## src/rtl/c17_bist_ctrl.sv

```systemverilog
// -----------------------------------------------------------------------------
// c17_bist_ctrl
//
// Built-in self-test sequencer for the c17 NAND2 benchmark. Patterns
// 0..NPAT-1 are driven onto the c17 primary inputs in ascending order. Each
// pattern is held for HOLD cycles, and the response is sampled on the last
// edge of that window. Each sampled response is compared against an internal
// golden c17 model and folded into a MISR signature.
//
// Ports
//   clk        rising-edge clock
//   rst        synchronous, active-high reset
//   start      begin or restart a run (sampled in IDLE and DONE only)
//   abort      cancel a run in progress (RUN only; wins over start)
//   tp_out     test pattern {N1,N2,N3,N6,N7}
//   resp       c17 response {N22,N23}
//   busy       high while a run is in progress
//   done       high while in DONE
//   pass       valid with done; high when no pattern mismatched
//   fail_cnt   number of mismatching patterns
//   first_fail index of the first mismatching pattern (0 if none)
//   signature  MISR contents
// -----------------------------------------------------------------------------
module c17_bist_ctrl #(
    parameter int               NPAT     = 32,
    parameter int               HOLD     = 1,
    parameter int               SIG_W    = 16,
    parameter logic [SIG_W-1:0] SIG_POLY = SIG_W'(16'h100B),
    parameter logic [SIG_W-1:0] SIG_SEED = '0
) (
    input  logic             clk,
    input  logic             rst,
    input  logic             start,
    input  logic             abort,
    output logic [4:0]       tp_out,
    input  logic [1:0]       resp,
    output logic             busy,
    output logic             done,
    output logic             pass,
    output logic [5:0]       fail_cnt,
    output logic [4:0]       first_fail,
    output logic [SIG_W-1:0] signature
);

    localparam logic [1:0] ST_IDLE = 2'd0;
    localparam logic [1:0] ST_RUN  = 2'd1;
    localparam logic [1:0] ST_DONE = 2'd2;

    localparam int             HCW       = (HOLD > 1) ? $clog2(HOLD) : 1;
    localparam logic [HCW-1:0] HOLD_LAST = HCW'(HOLD - 1);
    localparam logic [4:0]     PAT_LAST  = 5'(NPAT - 1);

    logic [1:0]       state;
    logic [HCW-1:0]   hold_cnt;
    logic             sample;
    logic             mismatch;
    logic [5:0]       fail_next;
    logic [SIG_W-1:0] sig_next;

    // Golden c17 netlist, evaluated on the pattern currently applied.
    function automatic logic [1:0] c17_gold(input logic [4:0] p);
        logic n1, n2, n3, n6, n7;
        logic n10, n11, n16, n19;
        {n1, n2, n3, n6, n7} = p;
        n10 = ~(n1 & n3);
        n11 = ~(n3 & n6);
        n16 = ~(n2 & n11);
        n19 = ~(n11 & n7);
        return {~(n10 & n16), ~(n16 & n19)};
    endfunction

    // NOTE: every signal assigned in always_comb gets a value on every path,
    // so no latch is inferred.
    always_comb begin
        sample    = (hold_cnt == HOLD_LAST);
        mismatch  = (resp != c17_gold(tp_out));
        fail_next = fail_cnt + {5'd0, mismatch};
        // MISR: shift left, fold the MSB back through the polynomial, and
        // inject the raw response at the bottom.
        sig_next  = {signature[SIG_W-2:0], 1'b0}
                  ^ (signature[SIG_W-1] ? SIG_POLY : '0)
                  ^ SIG_W'(resp);
    end

    // tp_out doubles as the pattern index register, which is why abort leaves
    // it holding the last applied pattern.
    // NOTE: sequential state uses non-blocking assignments, so every branch
    // below reads the pre-edge value of each register.
    always_ff @(posedge clk) begin
        if (rst) begin
            state      <= ST_IDLE;
            hold_cnt   <= '0;
            tp_out     <= '0;
            busy       <= 1'b0;
            done       <= 1'b0;
            pass       <= 1'b0;
            fail_cnt   <= '0;
            first_fail <= '0;
            signature  <= SIG_SEED;
        end else begin
            case (state)
                ST_IDLE, ST_DONE: begin
                    if (start) begin
                        state      <= ST_RUN;
                        hold_cnt   <= '0;
                        tp_out     <= '0;
                        busy       <= 1'b1;
                        done       <= 1'b0;
                        pass       <= 1'b0;
                        fail_cnt   <= '0;
                        first_fail <= '0;
                        signature  <= SIG_SEED;
                    end
                end
                ST_RUN: begin
                    if (abort) begin
                        state <= ST_IDLE;
                        busy  <= 1'b0;
                        done  <= 1'b0;
                    end else if (sample) begin
                        signature <= sig_next;
                        fail_cnt  <= fail_next;
                        hold_cnt  <= '0;
                        if (mismatch && (fail_cnt == 6'd0)) begin
                            first_fail <= tp_out;
                        end
                        if (tp_out == PAT_LAST) begin
                            state <= ST_DONE;
                            busy  <= 1'b0;
                            done  <= 1'b1;
                            pass  <= (fail_next == 6'd0);
                        end else begin
                            tp_out <= tp_out + 5'd1;
                        end
                    end else begin
                        hold_cnt <= hold_cnt + 1'b1;
                    end
                end
                default: begin
                    state <= ST_IDLE;
                    busy  <= 1'b0;
                    done  <= 1'b0;
                end
            endcase
        end
    end

endmodule

```

## config.mk

```make
export PLATFORM = sky130hd
export DESIGN_NAME = c17_bist_ctrl
export DESIGN_NICKNAME = d
export VERILOG_FILES = /design/src/rtl/c17_bist_ctrl.sv
export SDC_FILE = /design/constraint.sdc
export NUM_CORES = 1
export LEC_CHECK = 0
export CORE_ASPECT_RATIO = 1.25
export CORE_MARGIN = 1.5
export CORE_UTILIZATION = 48
export DETAILED_ROUTE_END_ITERATION = 12
export PLACE_DENSITY = 0.78
export SETUP_SLACK_MARGIN = 0.1
export SLEW_MARGIN = 5
export SYNTH_ARGS = -nofsm -noshare
export SYNTH_HDL_FRONTEND = slang
export SYNTH_SLANG_ARGS = --single-unit
```

## constraint.sdc

```tcl
create_clock -name clk -period 2.7 [get_ports clk]
set_input_delay 0.54 -clock clk [delete_from_list [all_inputs] [get_ports clk]]
set_output_delay 0.54 -clock clk [all_outputs]
set_load 0.05 [all_outputs]
```

==> impl_metrics.ini <==
[sta]
setup_tns_ns = 0
setup_viol = 0
rsz0062_at_grt = false
slew-limit-headroom = 0.536
clock_skew_ns = 0.00609
finalCriticalPeriod_ns = 2.37
tightest_slew_ns = 0.696
max_clock_freq_ghz = 0.421
timing.final.hold_violations = 0
finalMaxSlewViolations = 0
post-route-period-util = 0.879

[placed_design]
portBuffers = 40
dp_hpwl_mm = 2.57
globalplace.congestion = 0.864

[floorplanning]
die_x_um = 55.9
row_count = 23
fp.dieH_um = 69.1
core_um2 = 3280
dieArea_um2 = 3860
io_pins = 41
start_util = 0.511

[detailed_routing]
wl_met3_um = 194
viasPerCell = 5.51
dr.pass1.iters = 4
wl_per_cell_um = 13.7
drcViolationCount = 0
totalWireLength_mm = 3.75
ant_nets = 0
routed-via-count = 1504
drtIter0Drc = 52
wl_met1_mm = 1.73
routed.top_layer = met4
dr_wl_met2_mm = 1.79

[layout]
drive_gt1_frac = 0.0678
fill_cells = 279
nets = 245
seq_area_um2 = 721
utilization = 0.659
n_antenna_cell = 0
final_cell_mix = clkdlybuf4s50_1, dfxtp_1, a21oi_1
layout_commonest_cell = clkdlybuf4s50_1
multi_input_area_um2 = 885
area_growth_pct = 28.9

[yosys]
synth_warnings = 0
avgSynthCellArea_um2 = 8.47
synth_edf_count = 0
synthFlopType = dfxtp_1
post_synth_num_cell_types = 39
syn-num-nets = 208
async_reset_ff_frac = 0
netlist_instances = 198
yosysSeqAreaShare = 0.430
ys_ff_latch = 36
syn_area_um2 = 1680

[power_and_ir_drop]
p_total_mw = 1.03
vdd_ir_drop_max_v = 0.000506
powerDensity_nw_per_um2 = 476
p_leak_nw = 0.762

[clocking]
cts_setup_buffers = 0
clock-sinks = 36
cts_resized = 0
htree_levels = 2
numCtsBuffers = 5
clock_path_buffers = 2
root_buffer = clkbuf_8
cts_tree = built
hold_buffers = 0
insertion_delay_ns = 0.29
clk_transition_reported_paths_ns = 0.07

[global_route]
grt_util_all_layers = 0.198
grt_pass1_vias = 1417
grt-ovfl-total = 0
antenna_found_initial = 0
grt_max_degree = 22
grt_pass1_wl_mm = 6.12

[worst_setup_path]
crit_path_max_incr_delay_ns = 0.48
crit_slowest_cell = clkdlybuf4s50_1
path_delay_family = compound AO/OA/AOI/OAI gates
cp-start-kind = input pin
startpoint = resp[1]
cp-end-kind = flop
path_cells = clkdlybuf4s50_1 > a21o_1 > o221ai_2 > nand2_2 > ha_1 > ha_1 > nand3_1 > o21ai_0 > a31oi_1 > o32ai_1
crit_top_cell = ha_1
rr_startpoint = tp_out[3]
path_max_fanout = 4
cp.required_ns = 2.87
critPathKind = input pin to flop
cp.buffers_inverters = 1
critPathArrivalTime_ns = 2.54

[job]
maxCapViolations = 0

[status]
status = finished clean

[worst_hold_path]
worstHoldStart = signature[8]
hp-class = flop to flop
[sequential cells by signal, summed over array words and instances, names as in the netlist]
| register | cells |
|---|---|
| first_fail | 5 |
| state | 2 |
| pass | 1 |
| signature | 16 |
| busy | 1 |
| fail_cnt | 6 |
| tp_out | 5 |
[report_power, final]
group          leakage [nW]  switching [mW]  internal (mW)  total, mW
registers             0.291         0.00638          0.536      0.542
logic                 0.429          0.0779         0.0364      0.114
clock network        0.0424           0.190          0.184      0.374
[worst register-to-register path, stage by stage, from the launching register on]
cell       delay [ns]
dfxtp_1          0.45
a2bb2oi_1        0.28
xnor2_1          0.25
nand2_2          0.12
ha_1             0.21
ha_1             0.24
nand3_1          0.16
o21ai_0          0.10
a31oi_1          0.17
o32ai_1          0.10
[final timing paths]
check	end	slack, ns	cells past startpoint
hold / removal	signature[8]	0.47	2
setup reg to reg	pass	0.52	9
setup / recovery	pass	0.33	10
hold reg to reg	signature[8]	0.47	2
[Yosys cell counts (2+ instances only)]
| cell | number | area (um2) |
|---|---|---|
| dfxtp_1 | 36 | 721 |
| a21oi_1 | 27 | 135 |
| nand2_1 | 24 | 90.1 |
| nand3_1 | 23 | 115 |
| nor2_1 | 13 | 48.8 |
| clkbuf_1 | 8 | 30.0 |
| o21ai_0 | 6 | 30.0 |
| xor2_1 | 6 | 52.6 |
| a22o_1 | 5 | 43.8 |
| ha_1 | 4 | 50.1 |
| nor2b_1 | 4 | 25.0 |
| nor3_1 | 4 | 20.0 |
| xnor2_1 | 4 | 35.0 |
| nand2b_1 | 3 | 18.8 |
| a31oi_1 | 2 | 12.5 |
| and2_1 | 2 | 12.5 |
| and3_1 | 2 | 12.5 |
| buf_6 | 2 | 22.5 |
| nor3b_1 | 2 | 15.0 |
| nor4_1 | 2 | 12.5 |
[layout make-up]
cell class / instances / area share
tap: 37 / 0.0214
multi-input combinational: 148 / 0.409
clock buffer: 7 / 0.0353
sequential: 36 / 0.333
clock inverter: 1 / 0.00405
inverter: 1 / 0.00174
timing repair buffer: 43 / 0.195
[layer usage]
layer  vias to the layer above  track usage
li1                        769            -
met1                       696        0.219
met2                        33        0.349
met3                         6       0.0619
met4                         0       0.0767
met5                         -            0
[stage by stage]
stage / std cells / hold slack [ns] / cell area, um2 / setup slack (ns)
after floorplan: 198 / 0.574 / 1680 / 0.336
after global placement: 265 / 0.459 / 2080 / 0.126
after detailed placement: 265 / 0.464 / 2080 / 0.0645
after CTS: 273 / 0.473 / 2160 / 0.344
after global routing: 273 / 0.495 / 2160 / 0.174
final: 273 / 0.473 / 2160 / 0.328
[kinds of logic after synthesis]
kind of cell	count (synthesis)	synth area share
flops	36	0.430
simple gates	85	0.251
fa+ha+maj	4	0.0298
buf+inv	14	0.0432
compound gates	49	0.195
xor+xnor	10	0.0522
Power figures use the tool's default switching activity.
